$ cat src/rtl/bu2_signmag_serial_if.sv
// bu2_signmag_serial_if: word-in / result-out handshake bundle
// for the serial two's-complement to sign-magnitude converter.
interface bu2_signmag_serial_if #(
    parameter int W = 8
);
    logic         in_valid;
    logic         in_ready;
    logic [W-1:0] in_data;
    logic         out_valid;
    logic         out_ready;
    logic         out_sign;
    logic [W-1:0] out_mag;

    modport master (
        output in_valid,
        output in_data,
        output out_ready,
        input  in_ready,
        input  out_valid,
        input  out_sign,
        input  out_mag
    );

    modport slave (
        input  in_valid,
        input  in_data,
        input  out_ready,
        output in_ready,
        output out_valid,
        output out_sign,
        output out_mag
    );
endinterface

$ cat src/rtl/bu2_signmag_serial.sv
// bu2_signmag_serial: LSB-first serial two's-complement to sign-magnitude.
// Optional BU2_SM_BYPASS_EN: non-negative words skip the serial path.
module bu2_signmag_serial #(
    parameter int W = 8
) (
    input  logic                  clock,
    input  logic                  reset,
    input  logic                  enable,
    bu2_signmag_serial_if.slave   bus
);
    localparam int CW = $clog2(W + 1);

    typedef enum logic [1:0] {
        IDLE  = 2'd0,
        SHIFT = 2'd1,
        DONE  = 2'd2
    } state_t;

    state_t         state, state_d;
    logic [W-1:0]   sreg, sreg_d;
    logic [W-1:0]   res, res_d;
    logic           sign_q, sign_d;
    logic           seen, seen_d;
    logic [CW-1:0]  cnt, cnt_d;
    logic           osign, osign_d;
    logic [W-1:0]   omag, omag_d;
    logic           b;
    logic           r;

    assign bus.in_ready  = (state == IDLE) && enable && reset;
    assign bus.out_valid = (state == DONE);
    assign bus.out_sign  = osign;
    assign bus.out_mag   = omag;

    // Copy bits up to and including the first one, invert after it.
    assign b = sreg[0];
    assign r = (sign_q && seen) ? ~b : b;

    // Next-state and datapath update; enable=0 holds everything.
    always_comb begin
        state_d = state;
        sreg_d  = sreg;
        res_d   = res;
        sign_d  = sign_q;
        seen_d  = seen;
        cnt_d   = cnt;
        osign_d = osign;
        omag_d  = omag;
        unique case (state)
            IDLE: begin
                if (enable && bus.in_valid) begin
`ifdef BU2_SM_BYPASS_EN
                    if (!bus.in_data[W-1]) begin
                        state_d = DONE;
                        omag_d  = bus.in_data;
                        osign_d = 1'b0;
                    end else begin
                        state_d = SHIFT;
                        sreg_d  = bus.in_data;
                        sign_d  = bus.in_data[W-1];
                        seen_d  = 1'b0;
                        cnt_d   = CW'(W);
                    end
`else
                    state_d = SHIFT;
                    sreg_d  = bus.in_data;
                    sign_d  = bus.in_data[W-1];
                    seen_d  = 1'b0;
                    cnt_d   = CW'(W);
`endif
                end
            end
            SHIFT: begin
                if (enable) begin
                    sreg_d = sreg >> 1;
                    res_d  = {r, res[W-1:1]};
                    seen_d = seen | (sign_q & b);
                    cnt_d  = cnt - CW'(1);
                    if (cnt == CW'(1)) begin
                        omag_d  = res_d;
                        osign_d = sign_q;
                        state_d = DONE;
                    end
                end
            end
            DONE: begin
                if (enable && bus.out_ready) begin
                    state_d = IDLE;
                end
            end
            default: begin
                state_d = IDLE;
            end
        endcase
    end

    // State and datapath registers, cleared by asynchronous reset.
    always_ff @(posedge clock or negedge reset) begin
        if (!reset) begin
            state  <= IDLE;
            sreg   <= '0;
            res    <= '0;
            sign_q <= 1'b0;
            seen   <= 1'b0;
            cnt    <= '0;
            osign  <= 1'b0;
            omag   <= '0;
        end else begin
            state  <= state_d;
            sreg   <= sreg_d;
            res    <= res_d;
            sign_q <= sign_d;
            seen   <= seen_d;
            cnt    <= cnt_d;
            osign  <= osign_d;
            omag   <= omag_d;
        end
    end
endmodule

$ cat src/flat_wrapper.sv
// flat-port wrapper written by rule: the top's interface ports become plain ports
module bu2_signmag_serial_flat 
#(
    parameter int W = 8
)
  (clock, reset, enable, bus_in_valid, bus_in_data, bus_out_ready, bus_in_ready, bus_out_valid, bus_out_sign, bus_out_mag);
  bu2_signmag_serial_if #(.W(W)) bus_i ();
  input  logic clock;
  input  logic reset;
  input  logic enable;
  input wire logic [$bits(bus_i.in_valid)-1:0] bus_in_valid;
  input wire logic [$bits(bus_i.in_data)-1:0] bus_in_data;
  input wire logic [$bits(bus_i.out_ready)-1:0] bus_out_ready;
  output wire logic [$bits(bus_i.in_ready)-1:0] bus_in_ready;
  output wire logic [$bits(bus_i.out_valid)-1:0] bus_out_valid;
  output wire logic [$bits(bus_i.out_sign)-1:0] bus_out_sign;
  output wire logic [$bits(bus_i.out_mag)-1:0] bus_out_mag;
  assign bus_i.in_valid = bus_in_valid;
  assign bus_i.in_data = bus_in_data;
  assign bus_i.out_ready = bus_out_ready;
  assign bus_in_ready = bus_i.in_ready;
  assign bus_out_valid = bus_i.out_valid;
  assign bus_out_sign = bus_i.out_sign;
  assign bus_out_mag = bus_i.out_mag;
  bu2_signmag_serial #(.W(W)) u_core (.clock(clock), .reset(reset), .enable(enable), .bus(bus_i));
endmodule
$ cat config.mk
export PLATFORM = sky130hd
export DESIGN_NAME = bu2_signmag_serial_flat
export DESIGN_NICKNAME = d
export VERILOG_FILES = /design/src/rtl/bu2_signmag_serial_if.sv /design/src/rtl/bu2_signmag_serial.sv /design/src/flat_wrapper.sv
export SDC_FILE = /design/constraint.sdc
export NUM_CORES = 1
export LEC_CHECK = 0
export ABC_AREA = 0
export CORE_MARGIN = 1
export CORE_UTILIZATION = 52
export DETAILED_ROUTE_END_ITERATION = 12
export PLACE_DENSITY = 0.84
export REMOVE_ABC_BUFFERS = 1
export SLEW_MARGIN = 20
export SYNTH_ARGS = -nofsm -noshare
export SYNTH_HDL_FRONTEND = slang
export SYNTH_SLANG_ARGS = --single-unit
$ cat constraint.sdc
create_clock -name clock -period 1.64 [get_ports clock]
set_clock_uncertainty 0.05 [all_clocks]
set_input_delay 0.164 -clock clock [delete_from_list [all_inputs] [get_ports clock]]
set_output_delay 0.164 -clock clock [all_outputs]
set_load 0.1 [all_outputs]
==> results.md <==
* Run status: complete, no violations
* Max IR drop VDD at ~0.0017 V
* Critical path's slowest cell: dfrtp_1
* Global-route wire length before repair at 4291 um
* WP buf/inv at 3
* Leakage at 0.9695 nW
* Placed cells at 167
* Pwr Density at about 2100 mW/mm^2
* Tot GR Track Use at roughly 18%
* Initial antenna violation count at 0
* # nets final at 162
* Chip Width at roughly 56 um
* CTS tree: yes
* ANT cells at 0
* Fin. Hold Viols at 0
* Area Overhead vs Synth at 36.41%
* CTS H-tree depth at 2
* CP top delay family: buffers and inverters
* Worst path depth at 4
* Startpoint type of the worst setup path: flop
* Initial Util at 54.55%
* Clock Path Buffers at 2
* Die ar. at approximately 0.003 mm^2
* Synthesis-stage register bit count at 32
* Maxcap violations at 0
* Post-synth top cells: dfrtp_1, mux2_2, mux2_4
* Row count at 19
* IO Pins at 24
* DR DRC count at 0
* DR pass1 iterations at 4
* Number of buffers created by CTS at 5
* GRT Residual Overflow at 0
* Predominant post-synthesis flop cell: dfrtp_1
* Height of the die at ~56 um
* Number of flops mapped to enable cells by yosys at 0
* Reg2Reg Setup Slack at about 0.051 ns
* Vias per cell at about 5.3
* Worst reg-to-reg path cell count at 5
* Asr flop ratio synth at 100.0%
* Antenna Nets Post-Route at 0
* DR WL/cell at around 15 um
* Post-Syn Area at between 0.001 and 0.0015 mm^2
* CTS sink cnt at 32
* Final WL at between 2000 and 3000 um
* HPWL Detailed at between 1500 and 2000 um
* Crit path kind: flop to output port
* CP Data Arrival Time at ~1.4 ns
* Peak Freq at between 600 and 700 MHz
* Required @ worst endpoint at 1.43 ns
* Top cells by area, synth: dfrtp_1, mux2_2, mux2_4
* Period utilization at approximately 97%
* Worst Tran Pin Value at between 0.4 and 0.5 ns
* IO buf count at 23
* Vias in the first global route at between 900 and 1,000
* Clk root buf: clkbuf_4
* RSZ-0062 raised after global routing: yes
* Worst r2r src: u_core.state[1]$_DFFE_PN0P_
* Global placer's final weighted congestion at 0.8835
* Critical path cell sequence: buf_6 > nor3b_2 > buf_4 > buf_12
* Top cell type's share of synthesized area at between 50 and 60%
* Post-route minimum period at roughly 1.6 ns
* Distinct cells, synth at 33
* Cells after synthesis at 108
* Relative max-transition margin at between 70% and 80%
* Pins Over Slew Limit at 0
* YS warnings at 0
* Largest stage delay, worst path at between 0.4 and 0.5 ns
* Largest net degree at the start of global routing at 33
* Syn_area_per_cell at 13.81 um^2
* Hold Path Class: input pin to async pin
* Core area at 0.002734 mm^2
* Final TNS setup at 0 ns
* Crit end category: output port
* Clk slew on worst S/H paths at 0.10 ns
* Clock latency on the worst-skew pair at roughly 0.34 ns
* Via count at 940
* Setup crit end: bus_in_ready
* Largest area contributor in the netlist: dfrtp_1
* Final setup vio count at 0
* Crit path from: u_core.state[0]$_DFFE_PN0P_
* CP max FO at 6
* Initial drt markers at 24
* Share of post-route cells with drive strength above 1 at 43.92%
* Sequential-to-total area share from yosys stat at a little over half
* Layout Cells excl Fill at about 180
* RR Endpoint: u_core.sreg[2]$_DFFE_PN0P_
* Most frequent cell after synthesis: dfrtp_1
[final cells by class]
| class | count | area (um^2) |
|---|---|---|
| Inverter | 6 | 22.52 |
| Clock buffer | 6 | 41.29 |
| Clock inverter | 2 | 35.03 |
| Fill cell | 181 | 699.4 |
| Multi-Input combinational cell | 66 | 638.1 |
| Timing Repair Buffer | 36 | 456.7 |
| Tap cell | 31 | 38.79 |
| Sequential cell | 32 | 802.0 |
[power breakdown]
part           switching (W)  internal, W  total, W
logic                0.00117      0.00105   0.00223
clock network       0.000275     0.000319  0.000594
registers           0.000292      0.00113   0.00142
total                0.00174      0.00251   0.00425
[state kept, by name, summed over array words and instances, names as in the netlist]
name	flops
u_core.sreg	8
u_core.bus.out_mag	8
u_core.bus.out_sign	1
u_core.state	2
u_core.seen	1
u_core.res	7
u_core.cnt	4
u_core.sign_q	1
[cell usage in the layout, fill, tap and decap left out, drive strengths merged, types with 2 or more instances in the layout]
cell / count
buf: 24
clkbuf: 6
clkdlybuf4s50: 11
dfrtp: 32
ha: 2
inv: 6
mux2: 28
nand2: 7
nand3: 2
nor2: 2
nor2b: 2
nor3b: 2
o21ai: 6
[what timing repair did]
action,in CTS,in global routing
resized for setup,2,3
pin swaps,0,2
setup buffers,1,3
hold buffers,0,0
endpoints found under the setup margin,1,2
[worst min-delay path by stage]
| stage | endpoint | cells past startpoint | slack (ns) |
|---|---|---|---|
| floorplan | u_core.bus.out_mag[0]$_DFFE_PN0P_ | 0 | -0.18 |
| global route | u_core.res[7]$_DFFE_PN0P_ | 2 | 0.21 |
| CTS | u_core.res[7]$_DFFE_PN0P_ | 2 | 0.20 |
| detailed placement | u_core.seen$_DFFE_PN0P_ | 1 | 0.43 |
| finish | u_core.state[0]$_DFFE_PN0P_ | 2 | 0.18 |
| global placement | u_core.seen$_DFFE_PN0P_ | 1 | 0.42 |
[through the flow]
stage	total power [W]	setup slack (ns)	hold WS [ns]	util (%)	instance area [um^2]
2_1_floorplan	0.002818	-1.413	-0.1816	-	1450
5_1_grt	0.004443	-0.02173	0.2148	74.42	2034
3_5_place_dp	0.003617	-0.08756	0.4302	69.84	1909
4_1_cts	0.004217	0.01044	0.1993	73.13	1999
3_3_place_gp	0.003550	-0.04402	0.4245	69.84	1909
6_report	0.004245	0.05080	0.1826	74.42	2034
[cells by family after synthesis]
family / Yosys count / share of synthesized area, %
adders and majority gates: 2 / 1.678
xor gates and xnor gates: 1 / 0.5874
muxes: 29 / 23.83
DFF: 32 / 53.69
and+or+nand+nor: 21 / 10.40
buffers and inverters: 10 / 4.278
AOI/OAI and AO/OA: 13 / 5.538
[per-layer routing]
layer / up-vias / GRT usage, % / share of wire [%]
li1: 455 / - / -
met1: 457 / 23.93 / 44
met2: 19 / 28.06 / 49
met3: 9 / 6.089 / 4.6
met4: 0 / 8.929 / 2.6
met5: - / 0 / 0
Note: power is estimated with default switching activity, not from simulation.
